### src/rtl/act_quant_pkg.sv
// Shared constants, types and lane helpers for the activation quantize pipeline.
package act_quant_pkg;

    localparam int OFM_BIT        = 29;
    localparam int IFM_BIT        = 8;
    localparam int LANES          = 4;
    localparam int CH_NUM_DEFAULT = 512;
    localparam int SHIFT_BIT      = 5;
    localparam bit ROUND_EN       = 1'b1;

    localparam int CH_W          = $clog2(CH_NUM_DEFAULT);
    localparam int DEFAULT_SHIFT = OFM_BIT - IFM_BIT;
    localparam int UMAX          = (32'sd1 <<< IFM_BIT) - 32'sd1;
    localparam int SMAX          = (32'sd1 <<< (IFM_BIT - 1)) - 32'sd1;
    localparam int SMIN          = -(32'sd1 <<< (IFM_BIT - 1));

    typedef logic signed [OFM_BIT-1:0]   ofm_t;
    typedef logic        [IFM_BIT-1:0]   act_t;
    typedef logic        [SHIFT_BIT-1:0] shift_t;
    typedef logic [LANES*OFM_BIT-1:0]    ofm_bus_t;
    typedef logic [LANES*IFM_BIT-1:0]    act_bus_t;

    function automatic ofm_t ofm_lane(input ofm_bus_t bus, input int lane);
        return ofm_t'(bus[lane*OFM_BIT +: OFM_BIT]);
    endfunction

    function automatic act_bus_t act_lane_put(input act_bus_t bus, input int lane, input act_t v);
        act_bus_t res;
        res = bus;
        res[lane*IFM_BIT +: IFM_BIT] = v;
        return res;
    endfunction

    // Shifting by OFM_BIT or more would discard the sign; cap at OFM_BIT-1.
    function automatic shift_t clamp_shift(input shift_t s);
        if (s >= shift_t'(OFM_BIT)) begin
            return shift_t'(OFM_BIT - 1);
        end else begin
            return s;
        end
    endfunction

endpackage

### src/rtl/act_quant_pipe_if.sv
// Input/output stream bundle of the activation quantize pipeline.
interface act_quant_pipe_if;
    import act_quant_pkg::*;

    logic     in_valid;
    logic     in_ready;
    logic     in_last;
    ofm_bus_t OFM;
    logic     out_valid;
    logic     out_ready;
    act_bus_t Activation;
    logic     out_last;

    modport master (
        output in_valid, in_last, OFM, out_ready,
        input  in_ready, out_valid, Activation, out_last
    );

    modport slave (
        input  in_valid, in_last, OFM, out_ready,
        output in_ready, out_valid, Activation, out_last
    );

endinterface

### src/rtl/act_lane_quant.sv
// One lane: arithmetic shift with optional round-half-up, then ReLU or signed saturation.
module act_lane_quant
    import act_quant_pkg::*;
(
    input  ofm_t   x,
    input  shift_t shift,
    input  logic   relu_en,
    output act_t   q
);

    typedef logic signed [OFM_BIT:0] wide_t;

    localparam wide_t UMAX_W = wide_t'(UMAX);
    localparam wide_t SMAX_W = wide_t'(SMAX);
    localparam wide_t SMIN_W = wide_t'(SMIN);

    wide_t rnd_s;
    wide_t sum_s;
    wide_t res_s;

    // Rounding offset, one-bit-wider add, shift and clamp to the output range
    always_comb begin
        rnd_s = '0;
        sum_s = '0;
        res_s = '0;
        q     = '0;
        if (ROUND_EN && (shift != '0)) begin
            rnd_s = wide_t'(1) << (shift - shift_t'(1));
        end else begin
            rnd_s = '0;
        end
        sum_s = wide_t'(x) + rnd_s;
        res_s = sum_s >>> shift;
        if (relu_en) begin
            if (x[OFM_BIT-1]) begin
                q = '0;
            end else if (res_s > UMAX_W) begin
                q = act_t'(UMAX);
            end else begin
                q = res_s[IFM_BIT-1:0];
            end
        end else begin
            if (res_s > SMAX_W) begin
                q = act_t'(SMAX);
            end else if (res_s < SMIN_W) begin
                q = act_t'(SMIN);
            end else begin
                q = res_s[IFM_BIT-1:0];
            end
        end
    end

endmodule

### src/rtl/act_quant_pipe.sv
// Multi-lane quantize/ReLU stage: per-channel shift table, channel counter and a
// two-stage valid/ready pipeline (S1 capture, S2 output register).
module act_quant_pipe #(
    parameter int CH_NUM = act_quant_pkg::CH_NUM_DEFAULT
) (
    input  logic                                 clk,
    input  logic                                 rst_n,
    input  logic                                 cfg_we,
    input  logic [$clog2(CH_NUM)-1:0]            cfg_ch,
    input  logic [act_quant_pkg::SHIFT_BIT-1:0]  cfg_shift,
    input  logic                                 cfg_relu_en,
    act_quant_pipe_if.slave                      bus
);
    import act_quant_pkg::*;

    localparam int                CH_W_L  = $clog2(CH_NUM);
    localparam logic [CH_W_L-1:0] CH_LAST = CH_W_L'(CH_NUM - 1);

    shift_t            shift_tbl_r [CH_NUM];
    logic [CH_W_L-1:0] ch_cnt_r;

    logic     s1_valid_r;
    logic     s1_last_r;
    logic     s1_relu_r;
    ofm_bus_t s1_ofm_r;
    shift_t   s1_shift_r;

    logic     s2_valid_r;
    logic     s2_last_r;
    act_bus_t s2_act_r;

    logic     in_ready_s;
    logic     accept_s;
    logic     s2_load_s;
    act_t     lane_q_s [LANES];
    act_bus_t act_s;

    // Stage advance: a stage loads when empty or when its content leaves this cycle
    always_comb begin
        s2_load_s  = s1_valid_r && (!s2_valid_r || bus.out_ready);
        in_ready_s = !(s1_valid_r && s2_valid_r && !bus.out_ready);
        accept_s   = bus.in_valid && in_ready_s;
    end

    // Channel counter; in_last overrides both increment and wrap
    always_ff @(posedge clk or negedge rst_n) begin
        if (!rst_n) begin
            ch_cnt_r <= '0;
        end else if (accept_s) begin
            if (bus.in_last || (ch_cnt_r == CH_LAST)) begin
                ch_cnt_r <= '0;
            end else begin
                ch_cnt_r <= ch_cnt_r + CH_W_L'(1);
            end
        end
    end

    // Shift table; a write lands after the edge so a same-cycle accept sees the old entry
    always_ff @(posedge clk or negedge rst_n) begin
        if (!rst_n) begin
            for (int i = 0; i < CH_NUM; i++) begin
                shift_tbl_r[i] <= shift_t'(DEFAULT_SHIFT);
            end
        end else if (cfg_we) begin
            shift_tbl_r[cfg_ch] <= cfg_shift;
        end
    end

    // S1: capture the beat together with its channel's clamped shift and mode
    always_ff @(posedge clk or negedge rst_n) begin
        if (!rst_n) begin
            s1_valid_r <= 1'b0;
            s1_last_r  <= 1'b0;
            s1_relu_r  <= 1'b0;
            s1_ofm_r   <= '0;
            s1_shift_r <= '0;
        end else if (accept_s) begin
            s1_valid_r <= 1'b1;
            s1_last_r  <= bus.in_last;
            s1_relu_r  <= cfg_relu_en;
            s1_ofm_r   <= bus.OFM;
            s1_shift_r <= clamp_shift(shift_tbl_r[ch_cnt_r]);
        end else if (s2_load_s) begin
            s1_valid_r <= 1'b0;
        end
    end

    for (genvar g = 0; g < LANES; g++) begin : g_lane
        act_lane_quant u_lane (
            .x       (ofm_lane(s1_ofm_r, g)),
            .shift   (s1_shift_r),
            .relu_en (s1_relu_r),
            .q       (lane_q_s[g])
        );
    end

    // Pack lane results into the output bus layout
    always_comb begin
        act_s = '0;
        for (int i = 0; i < LANES; i++) begin
            act_s = act_lane_put(act_s, i, lane_q_s[i]);
        end
    end

    // S2 output register; data only changes on load so it holds under backpressure
    always_ff @(posedge clk or negedge rst_n) begin
        if (!rst_n) begin
            s2_valid_r <= 1'b0;
            s2_last_r  <= 1'b0;
            s2_act_r   <= '0;
        end else if (s2_load_s) begin
            s2_valid_r <= 1'b1;
            s2_last_r  <= s1_last_r;
            s2_act_r   <= act_s;
        end else if (bus.out_ready) begin
            s2_valid_r <= 1'b0;
        end
    end

    assign bus.in_ready   = in_ready_s;
    assign bus.out_valid  = s2_valid_r;
    assign bus.Activation = s2_act_r;
    assign bus.out_last   = s2_last_r;

endmodule
### src/flat_wrapper.sv
// flat-port wrapper written by rule: the top's interface ports become plain ports
module act_quant_pipe_flat import act_quant_pkg::*;
#(
    parameter int CH_NUM = act_quant_pkg::CH_NUM_DEFAULT
)
  (clk, rst_n, cfg_we, cfg_ch, cfg_shift, cfg_relu_en, bus_in_valid, bus_in_last, bus_OFM, bus_out_ready, bus_in_ready, bus_out_valid, bus_Activation, bus_out_last);
  act_quant_pipe_if bus_i ();
  input  logic clk;
  input  logic rst_n;
  input  logic cfg_we;
  input  logic [$clog2(CH_NUM)-1:0] cfg_ch;
  input  logic [act_quant_pkg::SHIFT_BIT-1:0] cfg_shift;
  input  logic cfg_relu_en;
  input wire logic [$bits(bus_i.in_valid)-1:0] bus_in_valid;
  input wire logic [$bits(bus_i.in_last)-1:0] bus_in_last;
  input wire logic [$bits(bus_i.OFM)-1:0] bus_OFM;
  input wire logic [$bits(bus_i.out_ready)-1:0] bus_out_ready;
  output wire logic [$bits(bus_i.in_ready)-1:0] bus_in_ready;
  output wire logic [$bits(bus_i.out_valid)-1:0] bus_out_valid;
  output wire logic [$bits(bus_i.Activation)-1:0] bus_Activation;
  output wire logic [$bits(bus_i.out_last)-1:0] bus_out_last;
  assign bus_i.in_valid = bus_in_valid;
  assign bus_i.in_last = bus_in_last;
  assign bus_i.OFM = bus_OFM;
  assign bus_i.out_ready = bus_out_ready;
  assign bus_in_ready = bus_i.in_ready;
  assign bus_out_valid = bus_i.out_valid;
  assign bus_Activation = bus_i.Activation;
  assign bus_out_last = bus_i.out_last;
  act_quant_pipe #(.CH_NUM(CH_NUM)) u_core (.clk(clk), .rst_n(rst_n), .cfg_we(cfg_we), .cfg_ch(cfg_ch), .cfg_shift(cfg_shift), .cfg_relu_en(cfg_relu_en), .bus(bus_i));
endmodule
### config.mk
export PLATFORM = sky130hd
export DESIGN_NAME = act_quant_pipe_flat
export DESIGN_NICKNAME = d
export VERILOG_FILES = /design/src/rtl/act_quant_pkg.sv /design/src/rtl/act_quant_pipe_if.sv /design/src/rtl/act_lane_quant.sv /design/src/rtl/act_quant_pipe.sv /design/src/flat_wrapper.sv
export SDC_FILE = /design/constraint.sdc
export NUM_CORES = 2
export LEC_CHECK = 0
export ABC_CLOCK_PERIOD_IN_PS = 6500
export BUFFER_PORTS_ARGS = -buffer_cell sky130_fd_sc_hd__buf_2
export CAP_MARGIN = 20
export CORE_ASPECT_RATIO = 1.25
export CORE_MARGIN = 2
export CORE_UTILIZATION = 25
export DETAILED_ROUTE_END_ITERATION = 12
export HOLD_SLACK_MARGIN = 0.12
export SLEW_MARGIN = 20
export SYNTH_ARGS = -nofsm -noshare
export SYNTH_HDL_FRONTEND = slang
export SYNTH_SLANG_ARGS = --single-unit
### constraint.sdc
create_clock -name clk -period 6.5 [get_ports clk]
set_input_delay 1.3 -clock clk [delete_from_list [all_inputs] [get_ports clk]]
set_output_delay 1.3 -clock clk [all_outputs]
set_load 0.01 [all_outputs]
==> metrics.md <==
| Metric | Value |
|---|---|
| Status | complete, no violations |
| Clock Skew | ~0.063 ns |
| Setup crit end | u_core.bus.Activation[18]$_DFFE_PN0P_ |
| Kind of critical path | register to register |
| Largest net degree at the start of global routing | between 200 and 250 |
| CP endpoint kind | register |
| Vias in the first global route | about 100k |
| Starting Density | between 20% and 30% |
| Worst path required time | around 7.3 ns |
| Fin crit share | a little over nine tenths |
| Most common cell after layout, fill and taps aside | mux2_2 |
| Max Cap Violations | 0 |
| Die H | 856 um |
| # rows | roughly 310 |
| Vias per cell | approximately 5 |
| Most frequent cells in the layout | mux2_2, dfstp_2, dfrtp_1 |
| Core Util, Final | between 20% and 30% |
| Initial antenna violation count | 40 |
| Die ar. | between 500000 and 600000 um2 |
| Final instance area | approximately 170000 um2 |
| Sequential Area | 70200 um2 |
| Peak Freq | roughly 160 MHz |
| DR WL/cell | 25.2 um |
| Final WL | just under 500000 um |
| Fill cell count | 58406 |
| # Post-CTS Setup Buffers | 0 |
| First drt pass iteration count | 8 |
| Hold Path Class | primary input to async pin |
| Number of slew-limit violations in the final report | 0 |
| FFs w/ async S/R, synth | 100% |
| CTS Hold Bufs | 0 |
| DRC errors left | 0 |
| Core area | 580000 um2 |
| TritonCTS clock tree | yes |
| Clock Pin Slew Worst Setup and Hold Paths | ~0.06 ns |
| FF-to-FF path depth | 21 |
| Maximum fanout along the worst path | 9 |
| R2R Setup Slk | roughly 0.12 ns |
| Cells after synthesis | roughly 11000 |
| First-pass GRT wire length | 714000 um |
| Critical Path Source Type | register |
| CP arrival | about 7.2 ns |
| Htree depth | 5 |
| Final Hold Vio Count | 0 |
| Sequential-to-total area share from yosys stat | 48.3% |
| Gr ovfl total | 0 |
| Die width | 686 um |
| CTS root buf | clkbuf_16 |
| Power Total | 43.0 mW |
| Syn_nets | 11201 |
| Synthesis-stage register bit count | roughly 2700 |
| Worst-Margin Slew | 1.26 ns |
| Syn_area_per_cell | 13.2 um2 |
| Setup-failing EPs final | 0 |
| Fin nets | around 11000 |
| RSZ-0062 raised after global routing | no |
| CP startpoint | u_core.s1_shift_r[3]$_DFFE_PN0P_ |
| Area of the multi-input gates | slightly above 70000 um2 |
| DRT iter0 DRCs | approximately 7900 |
| Clock sink total | roughly 2700 |
| Final non-filler cell total | roughly 19000 |
| Area grow syn2layout | 16.5% |
| Ports | around 170 |
| VDD IR max | about 210 uV |
| I/O Buffers | about 170 |
| Number of synthesized flops with an enable pin | 0 |
| Leakage power figure | 69.3 nW |
| Layout cells sized above 1 | a little under three fifths |
| Pwr dens | approximately 250 nW/um2 |
| GRT Overall Usage | between 15 and 20% |
| Routed vias | 98688 |
| Most used DFF post-synth | dfstp_2 |
| Max clock buf depth | 4 |
| RR Endpoint | u_core.bus.Activation[18]$_DFFE_PN0P_ |
| Yosys warns | 0 |
| TritonCTS Buffers | about 290 |
| Placed instance area | 158000 um2 |
| Yosys cell types | roughly 120 |
| Post-Synthesis Cell Area | 145000 um2 |
| Final ANT Viol Nets | 0 |
| Clock Latency Late Sink | roughly 0.92 ns |
| Minimum clock period | between 6 and 7 ns |
| FF-to-FF Start | u_core.s1_shift_r[3]$_DFFE_PN0P_ |
| Routability cong. | approximately 1.0 |
| Relative slew slack | 15.4% |
| Placed insts | between 15000 and 20000 |
| Post-DP HPWL | 331000 um |
==> registers in the layout, summed over array words and instances, names as in the netlist <==
register and count:
u_core.bus.out_valid 1, u_core.s1_ofm_r 116, u_core.bus.Activation 32, u_core.s1_shift_r 5
u_core.shift_tbl_r 2560, u_core.ch_cnt_r 9, u_core.s1_valid_r 1, u_core.s1_last_r 1
u_core.s1_relu_r 1, u_core.bus.out_last 1
==> cell families (layout without fill, tap and decap cells) <==
logic type,Yosys count,in the layout,synth area share (%)
other,0,19,0
AO/OA/AOI/OAI,1358,1358,6.76
multiplexers,3535,3535,34.0
flip-flops,2727,2727,48.3
adder cells (fa/ha/maj),99,99,0.837
AND/OR/NAND/NOR,2230,2230,6.93
XOR/XNOR,120,120,0.729
buffers and inverters,917,1417,2.42
==> worst max-delay path, stage by stage, from the launching register on <==
cell and delay [ns]:
dfrtp_4 0.51, or3_1 0.45, buf_4 0.24, nor2_1 0.11
buf_4 0.23, ha_1 0.19, a21o_1 0.10, a31oi_1 0.10
a211oi_1 0.52, a21boi_1 0.33, nor3_2 0.41, o41ai_2 0.12
buf_4 0.19, xnor2_1 0.38, a22oi_1 0.26, a41oi_1 0.48
o211ai_1 0.28, or2_2 0.35, nor4_1 0.26, a21oi_1 0.26
a211o_1 0.34, a21oi_1 0.16
==> cells in the mapped netlist (43+ instances only) <==
library cell	count	area [um2]
a211oi_1	99	743
a21o_1	64	480
a21oi_1	215	1080
a31oi_1	65	407
and2_1	57	357
and3_1	56	350
buf_1	107	402
buf_2	43	215
clkbuf_1	711	2670
dfrtp_1	1191	29800
dfstp_2	1536	40400
ha_1	74	926
inv_1	49	184
mux2_2	2585	29100
mux2i_1	86	861
mux4_2	863	19400
nand2_1	852	3200
nand3_1	131	656
nand4_1	54	338
nor2_1	708	2660
nor3_1	101	505
o211ai_1	59	443
o21ai_0	209	1050
o22ai_1	46	288
xnor2_1	78	683
==> metrics by stage <==
stage	hold slack (ns)	setup slack, ns	TNS, ns
floorplan	0.439	0.0459	0
global placement	0.450	-0.0224	-0.142
detailed placement	0.468	-0.0985	-0.612
CTS	0.427	0.113	0
global route	0.449	0.00161	0
finish	0.408	0.120	0
==> cell type report <==
cell class                 count  share of cell area [%]
timing repair buffer         821                    3.93
multi-input combinational   7342                    42.5
clock inverter               121                    1.10
inverter                      53                   0.120
sequential                  2727                    41.5
antenna                       19                  0.0281
clock buffer                 422                    5.09
tap                         7717                    5.71
==> report_power, final <==
group	internal, mW	total (mW)	leakage, nW	switching (mW)
combinational	2.52	6.42	32.1	3.91
clock	10.8	18.2	5.13	7.40
sequential	17.8	18.4	32.1	0.610
total	31.1	43.0	69.3	11.9
==> what timing repair did <==
item | in CTS | in global routing
gates resized for setup | 1 | 36
endpoints found under the setup margin | 13 | 30
pin swaps | 0 | 0
==> per-layer routing <==
metal	track usage (%)	up-vias	routed length (um)
met5	0	-	106
met4	8.03	16	27900
met3	3.19	1147	31400
met2	26.7	3440	232000
met1	19.7	52096	192000
li1	-	41989	-
==> worst min path at each step <==
stage / start / endpoint / slack [ns] / cells past startpoint
floorplan: u_core.s1_last_r$_DFFE_PN0P_ / u_core.bus.out_last$_DFFE_PN0P_ / 0.44 / 2
global placement: u_core.s1_last_r$_DFFE_PN0P_ / u_core.bus.out_last$_DFFE_PN0P_ / 0.45 / 2
detailed placement: u_core.s1_last_r$_DFFE_PN0P_ / u_core.bus.out_last$_DFFE_PN0P_ / 0.47 / 2
CTS: rst_n / u_core.shift_tbl_r[2501]$_DFFE_PN0P_ / 0.43 / 1
global route: rst_n / u_core.shift_tbl_r[2501]$_DFFE_PN0P_ / 0.45 / 1
finish: rst_n / u_core.shift_tbl_r[2501]$_DFFE_PN0P_ / 0.41 / 1
No activity file was read; power rests on OpenSTA's default activity.
